**config.mk**
```make
export PLATFORM = sky130hd
export DESIGN_NAME = vga_fb_arbiter
export DESIGN_NICKNAME = d
export VERILOG_FILES = /design/src/rtl/vga_pkg.sv /design/src/rtl/vga_fb_arbiter.sv
export SDC_FILE = /design/constraint.sdc
export NUM_CORES = 1
export LEC_CHECK = 0
export CAP_MARGIN = 20
export CELL_PAD_IN_SITES_DETAIL_PLACEMENT = 1
export CELL_PAD_IN_SITES_GLOBAL_PLACEMENT = 2
export CORE_ASPECT_RATIO = 1.75
export CORE_UTILIZATION = 25
export DETAILED_ROUTE_END_ITERATION = 8
export GPL_ROUTABILITY_DRIVEN = 0
export PLACE_DENSITY_LB_ADDON = 0.1
export SYNTH_ARGS = -nofsm -noshare
export SYNTH_HDL_FRONTEND = slang
export SYNTH_SLANG_ARGS = --single-unit
```
**constraint.sdc**
```tcl
create_clock -name pclk -period 3.05 [get_ports pclk]
set_input_delay 0.61 -clock pclk [delete_from_list [all_inputs] [get_ports pclk]]
set_output_delay 0.61 -clock pclk [all_outputs]
set_load 0.01 [all_outputs]
```
**src/rtl/vga_pkg.sv**
```systemverilog
// Shared types and display-mode defaults for the frame-buffer arbiter.
// Holds the arbiter FSM encoding, the RGB444 pixel layout and per-mode geometry.
package vga_pkg;

    typedef enum logic [1:0] {
        ST_IDLE  = 2'd0,
        ST_WRITE = 2'd1,
        ST_FETCH = 2'd2
    } fb_state_t;

    typedef struct packed {
        logic [3:0] r;
        logic [3:0] g;
        logic [3:0] b;
    } rgb444_t;

    localparam int VGA_H_PIX  = 640;
    localparam int VGA_V_PIX  = 480;
    localparam int QVGA_H_PIX = 320;
    localparam int QVGA_V_PIX = 240;
    localparam int LB_ADDR_W  = 10;

endpackage

```
**src/rtl/vga_fb_arbiter.sv**
```systemverilog
// Single-port frame-buffer arbiter: display line fetches take strict priority
// over single-word camera writes; fetched pixels stream into a line buffer.
module vga_fb_arbiter
    import vga_pkg::*;
#(
    parameter int H_PIX  = VGA_H_PIX,
    parameter int V_PIX  = VGA_V_PIX,
    parameter int ADDR_W = 19,
    parameter int DATA_W = 12
) (
    input  logic              pclk,
    input  logic              reset,
    input  logic              disp_req,
    input  logic [9:0]        disp_line,
    input  logic              cam_req,
    input  logic [ADDR_W-1:0] cam_addr,
    input  logic [DATA_W-1:0] cam_data,
    output logic              cam_ack,
    output logic              mem_en,
    output logic              mem_we,
    output logic [ADDR_W-1:0] mem_addr,
    output logic [DATA_W-1:0] mem_wdata,
    input  logic [DATA_W-1:0] mem_rdata,
    output logic              lb_we,
    output logic [9:0]        lb_addr,
    output logic [DATA_W-1:0] lb_wdata,
    output logic              fetch_done,
    output logic              overrun
);

    localparam logic [ADDR_W-1:0] H_PIX_A  = ADDR_W'(H_PIX);
    localparam logic [9:0]        IDX_LAST = 10'(H_PIX - 1);

    fb_state_t           r_state;
    fb_state_t           w_next;
    logic                r_pend;
    logic                r_ovr;
    logic                r_tail;
    logic                r_done;
    logic [9:0]          r_idx;
    logic [ADDR_W-1:0]   r_base;
    logic                r_lb_vld_p1;
    logic [9:0]          r_lb_addr_p1;

    logic                w_busy;
    logic                w_line_ok;
    logic                w_disp_acc;
    logic                w_fetch_go;
    logic                w_rd;
    logic                w_last_rd;
    logic [ADDR_W-1:0]   w_base;

    // A request is busy-rejected while one is queued or a line is streaming.
    assign w_busy     = r_pend | (r_state == ST_FETCH);
    assign w_line_ok  = (32'(disp_line) < V_PIX);
    assign w_disp_acc = disp_req & ~w_busy & w_line_ok;
    assign w_fetch_go = r_pend | w_disp_acc;
    assign w_rd       = (r_state == ST_FETCH) & ~r_tail;
    assign w_last_rd  = w_rd & (r_idx == IDX_LAST);
    assign w_base     = ADDR_W'(disp_line) * H_PIX_A;

    always_ff @(posedge pclk or negedge reset) begin
        if (!reset) begin
            r_state <= ST_IDLE;
        end else begin
            r_state <= w_next;
        end
    end

    // Same-cycle disp_req is seen directly so it beats a simultaneous cam_req.
    always_comb begin
        w_next = r_state;
        case (r_state)
            ST_IDLE: begin
                if (w_fetch_go) begin
                    w_next = ST_FETCH;
                end else if (cam_req) begin
                    w_next = ST_WRITE;
                end
            end
            ST_WRITE: w_next = ST_IDLE;
            ST_FETCH: begin
                if (r_tail) begin
                    w_next = ST_IDLE;
                end
            end
            default:  w_next = ST_IDLE;
        endcase
    end

    always_comb begin
        cam_ack   = 1'b0;
        mem_en    = 1'b0;
        mem_we    = 1'b0;
        mem_addr  = '0;
        mem_wdata = '0;
        if (r_state == ST_WRITE) begin
            cam_ack   = 1'b1;
            mem_en    = 1'b1;
            mem_we    = 1'b1;
            mem_addr  = cam_addr;
            mem_wdata = cam_data;
        end else if (w_rd) begin
            mem_en    = 1'b1;
            mem_addr  = r_base + ADDR_W'(r_idx);
        end
    end

    // Control: pending flag, sticky overrun, read index and trailing cycle.
    always_ff @(posedge pclk or negedge reset) begin
        if (!reset) begin
            r_pend      <= 1'b0;
            r_ovr       <= 1'b0;
            r_tail      <= 1'b0;
            r_done      <= 1'b0;
            r_idx       <= '0;
            r_lb_vld_p1 <= 1'b0;
        end else begin
            if (r_state == ST_IDLE) begin
                r_pend <= 1'b0;
            end else if (w_disp_acc) begin
                r_pend <= 1'b1;
            end
            if (disp_req && w_busy) begin
                r_ovr <= 1'b1;
            end
            if (w_last_rd) begin
                r_tail <= 1'b1;
                r_idx  <= '0;
            end else if (w_rd) begin
                r_idx  <= r_idx + 10'd1;
            end else if (r_tail) begin
                r_tail <= 1'b0;
            end
            r_done      <= (r_state == ST_FETCH) & r_tail;
            r_lb_vld_p1 <= w_rd;
        end
    end

    // Data path: line base captured with the request, read index delayed one cycle.
    always_ff @(posedge pclk) begin
        if (w_disp_acc) begin
            r_base <= w_base;
        end
        r_lb_addr_p1 <= r_idx;
    end

    assign lb_we      = r_lb_vld_p1;
    assign lb_addr    = r_lb_vld_p1 ? r_lb_addr_p1 : '0;
    assign lb_wdata   = r_lb_vld_p1 ? mem_rdata : '0;
    assign fetch_done = r_done;
    assign overrun    = r_ovr;

endmodule
```
==> out/results.ini <==
[outcome]
status=finished, final reports clean

[placement]
dp_hpwl_mm=6.419
pre_cts_ws_ns=0.1248
io_buffers=115
place_inst=488

[synthesis]
synth_ff_type=dfrtp_1
syn-num-nets=333
yosysSeqAreaShare=0.4002
yosys.area.top_type=dfrtp_1
ys_warn_count=0
synth_top_area_share=0.1727
synth-seq-cells=39
async_reset_ff_frac=0.4359
avgSynthCellArea_um2=9.699
synth_enable_flop_cells=12
yosys-top-cells-area=dfrtp_1 (17%), edfxtp_1 (15%), ha_1 (10%)
synthesis.instances=254
netlist_area_um2=2464
ys_types=49

[detailed_routing]
drt_iter0_drc=61
num_vias=2337
route.detailed.drc=0
dr.pass1.iters=4
routed_wl_mm=7.813
via_per_inst=4.702
ant_nets=0
avgRoutedWirePerCell_um=15.72

[floorplan]
initial_core_util=0.2586
die_area_um2=10270
io_pins=116
rows=47
core_um2=9527
die_w_um=77.04
dieHeight_um=133.3

[setup_path]
critPathCaptureType=output port
cp_num_buf_inv=2
critPathLaunchType=flop
crit_fanout=4
slowest_stage=edfxtp_1
crit_required_ns=2.44
worstPathArrival_ns=2.31
cpPeakStageDelay_ns=0.41
path_cells=ha_1 -> fa_1 -> a21o_1 -> buf_4 -> nand4_1 -> xor2_1 -> o21ai_1 -> dlygate4sd2_1
critical_path.top_delay_family=adder cells
path_class=flop to output port
rrSetupSlack_ns=0.97

[final_layout]
multi_input_area_um2=1413
final_nets=453
n_fill_cell=1107
diodes=0
final_common_cell=clkdlybuf4s50_1
stdcell_count=497
syn2layout_area_growth_pct=59.52
layout-drive-gt1-share=0.05867
final_cell_mix=clkdlybuf4s50_1 (107), and2_1 (36), nand2_1 (21)
seq_area_um2=985.9

[clocking]
cts_buffers=5
clk_pin_slew_ns=0.06
ctsLongestPathBuffers=2
cts_hold_buf=0
htree_levels=2
cts.sinks=39
worstSkewPairLatency_ns=0.28
root_buffer=clkbuf_16
cts_tree=done

[timing]
fin_ws_ns=0.1282
slew_headroom=0.4341
fin_crit_sh=0.9580
fin_setup_tns_ns=0
rsz0062_at_grt=no
worstMarginPinSlew_ns=0.8462
fmax_ghz=0.3423
finalCriticalPeriod_ns=2.922
setup_violations=0
slew_violations=0
hold_viol=0
worst_clock_skew_ns=0.005273

[hold_path]
hold_path.class=flop to flop

[global_routing]
overflow=0
gr-usage-all-layers=0.1582
grt_pass1_wl_mm=12.54
grt_pass1_vias=2393
grt_max_degree=35
antenna_found_initial=0

[run]
cap_viol_max_count=0

[power]
leakagePower_nw=1.577
max-vdd-ir-drop_uv=187.4
powerDensity_nw_per_um2=317.3

-- worst register-to-register path: stages, from the launching register on --
cell     delay [ns]
dfrtp_1        0.42
or3b_4         0.49
buf_4          0.23
or4_4          0.56
nor2_2         0.13
mux2i_1        0.18
-- registers in the layout, summed over array words and instances (netlist names) --
signal,count
r_tail,1
lb_we,1
r_idx,10
fetch_done,1
r_base,12
r_pend,1
overrun,1
r_state,2
r_lb_addr_p1,10
-- kinds of logic after synthesis --
logic type	count (synthesis)	synth area share
fa+ha+maj	22	0.1178
compound gates	44	0.1265
xor+xnor	17	0.06044
simple gates	113	0.2605
buf+inv	18	0.03047
mux	1	0.004063
flops	39	0.4002
-- Yosys cell counts (2+ instances only) --
master / n
dfrtp_1: 17
inv_1: 6
a21oi_1: 4
a22o_1: 8
buf_2: 3
xor2_1: 9
a21o_1: 4
o21ai_1: 5
nor4_1: 2
or3_1: 2
nor3_1: 7
or4_1: 3
ha_1: 20
and2_1: 36
nand2b_1: 3
clkbuf_1: 7
o311a_1: 2
nor2b_1: 2
o21ai_0: 7
nand4_1: 7
dfxtp_1: 10
xnor2_1: 8
o21bai_1: 2
o21a_1: 2
edfxtp_1: 12
fa_1: 2
nand3_1: 10
nand2_1: 21
o211ai_1: 4
nor2_1: 10
-- per-layer routing --
layer	vias up	routed length, um	GRT usage
li1	1144	-	-
met1	1106	2766	0.1533
met2	77	4542	0.3194
met3	10	354	0.02534
met4	0	149	0.06604
met5	-	0	0
-- stage by stage --
stage / power (mW) / hold slack (ns) / util / instance area, um^2
after floorplan: 0.6460 / 0.3144 / - / 2464
after global placement: 0.7645 / 0.4033 / 0.3966 / 3779
after detailed placement: 0.7680 / 0.4039 / 0.3966 / 3779
after CTS: 1.272 / 0.4191 / 0.4120 / 3925
after global routing: 1.309 / 0.4423 / 0.4125 / 3930
final: 1.247 / 0.4127 / 0.4125 / 3930
-- worst paths after layout --
kind	from	to	depth (start not counted)
worst min register to register	r_idx[4]	r_lb_addr_p1[4]	0
worst min-delay path	r_idx[4]	r_lb_addr_p1[4]	0
worst max register to register	r_state[0]	r_idx[9]	5
max in group asynchronous	reset	r_idx[3]	1
min in group asynchronous	reset	overrun	1
worst max-delay path	r_base[7]	mem_addr[13]	8
-- timing repair --
item                       in CTS  in global routing
pin swaps                       1                  0
setup endpoints to repair       8                  2
gates resized for setup         8                  2
setup buffers                   1                  0
-- layout make-up --
type,instances,share of cell area
inverter,7,0.006686
timing repair buffer,124,0.3095
tap,122,0.03884
sequential,39,0.2509
multi-input combinational,197,0.3594
clock inverter,2,0.001910
clock buffer,6,0.03279
-- where the power goes --
group	total [mW]	leakage [nW]	internal, mW	switching [mW]
sequential	0.546	0.396	0.546	0.000554
clock	0.492	0.0659	0.297	0.195
combinational	0.208	1.11	0.125	0.0834
total	1.25	1.58	0.968	0.279
(Power assumes the default switching activity.)
